==> src/rtl/pipeline_pkg.sv <==
// Shared pipeline types and constants for the LEGv8 5-stage pipeline.
// Pipeline registers carry an if_id_t-style bundle of instruction, PC and valid flag.
package pipeline_pkg;

    localparam int PIPE_N = 64;
    localparam logic [31:0] NOP_INSTR = 32'hD503201F;

    typedef struct packed {
        logic [31:0]       instr;
        logic [PIPE_N-1:0] pc;
        logic              valid;
    } if_id_t;

endpackage

==> src/rtl/adder.sv <==
// Generic N-bit modulo adder primitive.
module adder #(
    parameter int N = 64
) (
    input  logic [N-1:0] a,
    input  logic [N-1:0] b,
    output logic [N-1:0] y
);

    assign y = a + b;

endmodule

==> src/rtl/if_id_reg.sv <==
// Pipeline register holding an if_id_t bundle with enable and flush controls.
// Flush loads a bubble (NOP, valid=0) but keeps the stored pc; flush beats enable.
module if_id_reg
    import pipeline_pkg::*;
#(
    parameter logic [31:0] NOP_INSTR_P = NOP_INSTR
) (
    input  logic   clk,
    input  logic   reset,
    input  logic   en,
    input  logic   flush,
    input  if_id_t d,
    output if_id_t q
);

    always_ff @(posedge clk) begin
        if (reset) begin
            q.instr <= NOP_INSTR_P;
            q.pc    <= '0;
            q.valid <= 1'b0;
        end else if (flush) begin
            q.instr <= NOP_INSTR_P;
            q.valid <= 1'b0;
        end else if (en) begin
            q <= d;
        end
    end

endmodule

==> src/rtl/mux2.sv <==
// Generic N-bit two-input multiplexer primitive (s=1 selects d1).
module mux2 #(
    parameter int N = 64
) (
    input  logic [N-1:0] d0,
    input  logic [N-1:0] d1,
    input  logic         s,
    output logic [N-1:0] y
);

    assign y = s ? d1 : d0;

endmodule

==> src/rtl/fetch_stage.sv <==
// FETCH stage: PC register, next-PC selection, instruction-memory request and
// IF/ID register feeding DECODE. Handles redirect, stall and memory wait states.
module fetch_stage
    import pipeline_pkg::*;
#(
    parameter int          N         = PIPE_N,
    parameter logic [N-1:0] RESET_PC = '0,
    parameter logic [31:0] NOP_INSTR = pipeline_pkg::NOP_INSTR
) (
    input  logic         clk,
    input  logic         reset,
    input  logic         pcsrc_M,
    input  logic [N-1:0] pcbranch_M,
    input  logic         stall_F,
    output logic [N-1:0] imem_addr_F,
    input  logic [31:0]  imem_data_F,
    input  logic         imem_ready_F,
    output logic [31:0]  instr_D,
    output logic [N-1:0] pc_D,
    output logic         valid_D,
    output logic [31:0]  fetch_cnt
);

    logic [N-1:0] pc_q;
    logic [N-1:0] pc_plus4;
    logic [N-1:0] pc_seq;
    logic [N-1:0] pc_next;
    logic [N-1:0] branch_aligned;
    logic         hold_pc;
    logic         advance;
    logic         flush;
    if_id_t       if_id_d;
    if_id_t       if_id_q;

    // Redirect outranks stall and wait; only a clean cycle advances.
    assign hold_pc        = stall_F | ~imem_ready_F;
    assign advance        = ~pcsrc_M & ~stall_F & imem_ready_F;
    assign flush          = pcsrc_M | (~stall_F & ~imem_ready_F);
    assign branch_aligned = pcbranch_M & ~N'(3);

    adder #(.N(N)) u_pc_add (
        .a (pc_q),
        .b (N'(4)),
        .y (pc_plus4)
    );

    mux2 #(.N(N)) u_seq_mux (
        .d0 (pc_plus4),
        .d1 (pc_q),
        .s  (hold_pc),
        .y  (pc_seq)
    );

    mux2 #(.N(N)) u_branch_mux (
        .d0 (pc_seq),
        .d1 (branch_aligned),
        .s  (pcsrc_M),
        .y  (pc_next)
    );

    always_ff @(posedge clk) begin
        if (reset) begin
            pc_q      <= RESET_PC;
            fetch_cnt <= '0;
        end else begin
            pc_q <= pc_next;
            if (advance) begin
                fetch_cnt <= fetch_cnt + 32'd1;
            end
        end
    end

    assign if_id_d.instr = imem_data_F;
    assign if_id_d.pc    = PIPE_N'(pc_q);
    assign if_id_d.valid = 1'b1;

    if_id_reg #(.NOP_INSTR_P(NOP_INSTR)) u_if_id (
        .clk   (clk),
        .reset (reset),
        .en    (~stall_F),
        .flush (flush),
        .d     (if_id_d),
        .q     (if_id_q)
    );

    assign imem_addr_F = pc_q;
    assign instr_D     = if_id_q.instr;
    assign pc_D        = N'(if_id_q.pc);
    assign valid_D     = if_id_q.valid;

endmodule

==> config.mk <==
export PLATFORM = sky130hd
export DESIGN_NAME = fetch_stage
export DESIGN_NICKNAME = d
export VERILOG_FILES = /design/src/rtl/pipeline_pkg.sv /design/src/rtl/adder.sv /design/src/rtl/if_id_reg.sv /design/src/rtl/mux2.sv /design/src/rtl/fetch_stage.sv
export SDC_FILE = /design/constraint.sdc
export NUM_CORES = 1
export LEC_CHECK = 0
export BUFFER_PORTS_ARGS = -buffer_cell sky130_fd_sc_hd__buf_2
export CAP_MARGIN = 40
export CELL_PAD_IN_SITES_DETAIL_PLACEMENT = 0
export CELL_PAD_IN_SITES_GLOBAL_PLACEMENT = 1
export CORE_MARGIN = 1.5
export CORE_UTILIZATION = 46
export CTS_CLUSTER_DIAMETER = 80
export DETAILED_ROUTE_END_ITERATION = 8
export GPL_ROUTABILITY_DRIVEN = 0
export HOLD_SLACK_MARGIN = 0.02
export PLACE_DENSITY_LB_ADDON = 0.25
export SETUP_SLACK_MARGIN = 0.1
export SLEW_MARGIN = 20
export SYNTH_ARGS = -nofsm -noshare
export SYNTH_HDL_FRONTEND = slang
export SYNTH_HIERARCHICAL = 1
export SYNTH_SLANG_ARGS = --single-unit
==> constraint.sdc <==
create_clock -name clk -period 6.6 [get_ports clk]
set_input_delay 0.99 -clock clk [delete_from_list [all_inputs] [get_ports clk]]
set_output_delay 0.99 -clock clk [all_outputs]
set_load 0.05 [all_outputs]
==> results of run 1 <==
==> stage by stage <==
step / power [mW] / cell area (um^2)
2_1_floorplan: 2.148 / 13860
3_3_place_gp: 2.318 / 15090
3_5_place_dp: 2.325 / 15100
4_1_cts: 3.354 / 15670
5_1_grt: 3.521 / 15670
6_report: 3.351 / 15670
==> cell families after synthesis <==
group                      Yosys count
AOI/OAI and AO/OA                  312
DFF                                193
other                                2
adders and majority gates           65
muxes                              172
and+or+nand+nor                    492
buffers and inverters              139
xor gates and xnor gates            71
==> worst paths after layout <==
path              slack [ps]              end  cells past startpoint       startpoint
hold reg to reg          460    u_if_id/q[35]                      2    u_if_id/q[35]
setup / recovery        2910  imem_addr_F[60]                     13  imem_addr_F[10]
hold / removal           460    u_if_id/q[35]                      2    u_if_id/q[35]
setup reg to reg        2910  imem_addr_F[60]                     13  imem_addr_F[10]
==> state kept, by name, summed over array words and instances (netlist names) <==
name,cells
u_if_id/q,97
imem_addr_F,64
fetch_cnt,32
==> power breakdown <==
part	total (mW)	switching [mW]	internal, mW
sequential	1.27	0.0550	1.21
combinational	1.06	0.612	0.445
clock	1.02	0.494	0.531
total	3.35	1.16	2.19
==> per-layer routing <==
layer	vias to the layer above	wire length [um]
met5	-	0
met3	30	1495
met2	286	16270
li1	5683	-
met1	5365	16900
met4	0	599
==> cells in the mapped netlist (12+ instances only) <==
master     instances  area share, %
inv_1             31           0.86
nand3_1           19           0.70
nand2_1           81            2.2
a21o_1            26            1.4
nand4bb_1         64            5.3
o21ai_1           50            1.8
nand2b_1          69            3.2
buf_12            12            1.8
clkbuf_1          49            1.4
dfxtp_1          193             28
xor2_1            34            2.2
mux2i_1           34            2.5
a21oi_1           89            3.3
nor2_1            72            2.0
xnor2_1           37            2.4
nor2b_1           80            3.7
mux2_4           120             13
nand4_1           35            1.6
mux2_2            18            1.5
o21ai_0           42            1.5
o21bai_1          17           0.94
ha_1              64            5.9
o31ai_1           12           0.66
o21ai_2           20            1.3
buf_6             18            1.5
==> worst min-delay path, cell delays in order, from the launching register on <==
cell and delay (ps):
dfxtp_1 310, nand2b_1 60, o21ai_1 50
==> area by class of cell <==
type / count / area (um^2)
sequential: 193 / 3864
multi-input combinational: 1180 / 9105
timing repair buffer: 299 / 1533
inverter: 32 / 122.6
tap: 384 / 480.5
clock buffer: 20 / 436.7
fill: 2778 / 13270
clock inverter: 12 / 123.9
==> results.toml, run 1 <==
[synthesis]
synth_compound_area_share_pct = 14.55
synth-edff-count = 0
synth_area_um2 = 13610
yosys.area_share.simple_pct = 22.50
syn_area_per_cell_um2 = 9.412
yosysWarnings = 6
synth_top_family_by_area = "simple AND/OR/NAND/NOR gates"
muxShareOfSynthArea_pct = 17.23
synth_xor_xnor_area_share_pct = 4.569
ys_seq_area_share_pct = 28.39
postSynth.asyncResetShare_pct = 0
synthFlopType = "dfxtp_1"
synth-adder-area-share_pct = 6.031
ys_seq_elements = 193
yosysUniqueCellTypes = 77
syn_inst = 1446

[clocking]
clockBufferDepth = 2
cts_max_level = 4
cts_tree = "built"
ctsResizeCount = 0
hold_buffers = 0
cts_made_buffers = 17
cts_setup_buffers = 0
clk_latency_ps = 450
ctsRootBufferMaster = "clkbuf_16"
cts.clk_slew.worst_paths_ps = 80
clock_sinks = 193

[routing]
drc_errors = 0
wirelength_mm = 35.27
initialDrtViolationCount = 581
vias = 11360
wl_per_cell_um = 16.64
antenna_left = 0
vias_per_cell = 5.360
dr.pass1.iters = 5

[pwr]
p_per_area_nw_per_um2 = 213.9
ir_worst_vdd_v = 0.0001538
leakage_nw = 7.383

[setup_path]
cp.arrival_ps = 4000
cp_slowest_stage_delay_ps = 520
cp_num_buf_inv = 0
path_cells = "ha_1 > o21ai_0 > nand2_1 > a41oi_2 > nor3_1 > o2111ai_1 > a21oi_1 > o21ai_0 > o21bai_1 > xor2_1 > mux2_4 > mux2_4 > nor2b_1"
slowest_stage = "o21ai_0"
crit_type = "flip-flop to flip-flop"
critPathLaunchType = "flip-flop"
crit_required_ps = 6910
critPathCaptureType = "flip-flop"
path_max_fanout = 5
crit_family = "compound AO/OA/AOI/OAI gates"

[final_layout]
fin_util_pct = 54.14
final_common_cell = "buf_2"
final_cells = 2120
layout-area-overhead-vs-synth_pct = 15.11
nets = 1889
diodes = 0
final_cell_mix = "buf_2 (289), dfxtp_1 (193), mux2_4 (120)"
drive_gt1_share_pct = 29.49

[sta]
finalHoldViolCount = 0
max_freq_mhz = 270.8
fin_crit_ps = 3692
whs_ps = 462.9
max_slew_margin_pct = 47.89
setup_viol = 0
finalCritPeriodShare_pct = 55.95
skew_ps = 13.19
finalMaxSlewViolations = 0
fin_ws_ps = 2908
worst_pin_slew_ps = 781.6
rsz0062_at_grt = "false"
finalSetupTns_ps = 0

[placement]
hpwl_mm = 26.31
port_buffers = 291
dp_cells = 2088
dp_slack_ps = 2993

[die]
num_rows = 62
initial_core_util_pct = 47.03
dieArea_um2 = 30630
die_h_um = 175.0
fp.dieW_um = 175.0
coreArea_um2 = 28940
io_pins = 294

[global_route]
busiest_layer = "met2"
use_met3_pct = 3.372
grt_pass1_wl_mm = 55.14
overflow = 0
use_met1_pct = 29.85
antenna_found_initial = 0
use_met2_pct = 37.09
track_usage_pct = 22.28
grt_pass1_vias = 10560
grt_max_degree = 93

[run]
drv_cap = 0

[min_path]
worstHoldPathType = "flip-flop to flip-flop"

[outcome]
status = "complete, no violations"
Power figures use the tool's default switching activity.
==> run 2, diff against run 1 <==
Settings changed: CORE_UTILIZATION 46 to 42.
Clock period 6.6 ns to 3.8 ns, I/O delays scaled along.
==> results.toml, run 2 (synthesis results as in run 1) <==
[outcome]
status = "complete, no violations"

[setup_path]
cp.arrival_ps = 3740
cp_slowest_stage_delay_ps = 390
slowest_stage = "a21boi_1"
crit_type = "flip-flop to flip-flop"
path_common_cell = "o21ai_1"
path_max_fanout = 5
critPathLaunchType = "flip-flop"
crit_required_ps = 4120
critPathCaptureType = "flip-flop"
path_cells = "ha_1 > a31o_1 > o2111ai_1 > a31oi_1 > o21ai_1 > o21ai_1 > a21boi_1 > o21ai_1 > xor2_1 > mux2_4 > mux2_4 > nor2b_1"

[final_layout]
largest_register_ff_count = 97
final_cell_area_um2 = 15890
final_cell_mix = "buf_2 (289), dfxtp_1 (193), mux2_4 (120)"
layout-area-overhead-vs-synth_pct = 16.72
fillers = 3097
final_common_cell = "buf_2"
nets = 1903
top_register = "u_if_id/q"
drive_gt1_share_pct = 30.19

[placement]
hpwl_mm = 27.31
port_buffers = 291
dpl_cell_area_um2 = 15280
dp_slack_ps = 276.4

[sta]
skew_ps = 16.29
setup_viol = 0
whs_ps = 343.7
fin_ws_ps = 382.7
finalMaxSlewViolations = 0
rsz0062_at_grt = "false"
finalCritPeriodShare_pct = 89.93
finalHoldViolCount = 0
finalSetupTns_ps = 0
fin_crit_ps = 3417
worst_pin_slew_ps = 684.0
max_freq_mhz = 292.6
max_slew_margin_pct = 54.40

[pwr]
leakage_nw = 7.486
total_power_mw = 5.940
ir_worst_vdd_v = 0.0003046
p_per_area_nw_per_um2 = 373.9

[routing]
dr.pass1.iters = 4
drc_errors = 0
wl_per_cell_um = 17.02
vias = 11380
vias_per_cell = 5.289
wirelength_mm = 36.62
initialDrtViolationCount = 785
antenna_left = 0

[global_route]
grt_pass1_vias = 10700
grt_pass1_wl_mm = 57.50
grt_max_degree = 74
track_usage_pct = 21.39
overflow = 0
antenna_found_initial = 3

[clocking]
cts_made_buffers = 17
cts.clk_slew.worst_paths_ps = 70
cts_tree = "built"
clockBufferDepth = 2
hold_buffers = 0
cts_setup_buffers = 0
cts_max_level = 4
clock_sinks = 193
clk_latency_ps = 450
ctsRootBufferMaster = "clkbuf_16"

[die]
initial_core_util_pct = 42.91
io_pins = 294
fp.dieW_um = 183.0
num_rows = 65
coreArea_um2 = 31720
die_h_um = 183.0
dieArea_um2 = 33490

[min_path]
worstHoldPathType = "input pin to flip-flop"

[run]
drv_cap = 0
[run 2: cell count changes in the layout (fill, tap and decap cells not counted), moves of 2 or more]
cell,previous run,this run
buf_4,8,18
buf_12,0,3
clkbuf_1,3,1
clkinv_4,2,0
inv_6,2,4
[run 2: cell type report]
class / instances / area [um^2] / area share [%]
repair buffers: 313 / 1695 / 10.67
clock buffers: 19 / 442.9 / 2.788
diodes: 1 / 2.502 / 0.01575
well taps: 402 / 503.0 / 3.166
flip-flops and latches: 193 / 3864 / 24.32
inverters: 32 / 122.6 / 0.7719
multi-input cells: 1180 / 9110 / 57.35
clock inverters: 12 / 145.1 / 0.9137
[run 2: path summary, 6_finish.rpt]
check | slack [ps] | depth (start not counted) | end | from
hold / removal | 340 | 3 | u_if_id/q[69] | imem_data_F[4]
setup / recovery | 380 | 12 | imem_addr_F[49] | imem_addr_F[4]
setup reg to reg | 380 | 12 | imem_addr_F[49] | imem_addr_F[4]
hold reg to reg | 470 | 2 | u_if_id/q[37] | u_if_id/q[37]
[run 2: routing by layer]
metal | share of wire, % | up-vias | global-route usage [%] | wire [um]
met1 | 48 | 5381 | 28.49 | 17460
met2 | 46 | 239 | 35.73 | 16960
li1 | - | 5723 | - | -
met4 | 1.8 | 4 | 6.623 | 644
met5 | 0.063 | - | 0 | 23
met3 | 4.2 | 36 | 3.018 | 1524
[run 2: through the flow]
| stage | utilization (%) | std cells |
|---|---|---|
| finish | 50.08 | 2152 |
| global route | 50.08 | 2151 |
| CTS | 50.04 | 2150 |
| detailed placement | 48.18 | 2119 |
| global placement | 47.98 | 2116 |
| floorplan | - | 1512 |
[run 2: where the power goes]
part / internal, mW / total [mW] / switching, mW / leakage (nW)
clock network: 1.00 / 1.86 / 0.861 / 0.281
logic: 0.793 / 1.87 / 1.08 / 5.63
registers: 2.11 / 2.21 / 0.0958 / 1.57
[run 2: critical path: cells and delay by family, from the launching register on]
kind,cells,cell delay (ps)
adders and majority gates,1,380
AOI/OAI and AO/OA,7,1750
xor gates and xnor gates,1,160
and+or+nand+nor,1,130
DFF,1,360
muxes,2,530
[run 2: repair_timing]
item | 4_1_cts | 5_1_grt
endpoints found under the setup margin | 0 | 5
gates resized for setup | 0 | 2
hold endpoints to repair | 0 | 0
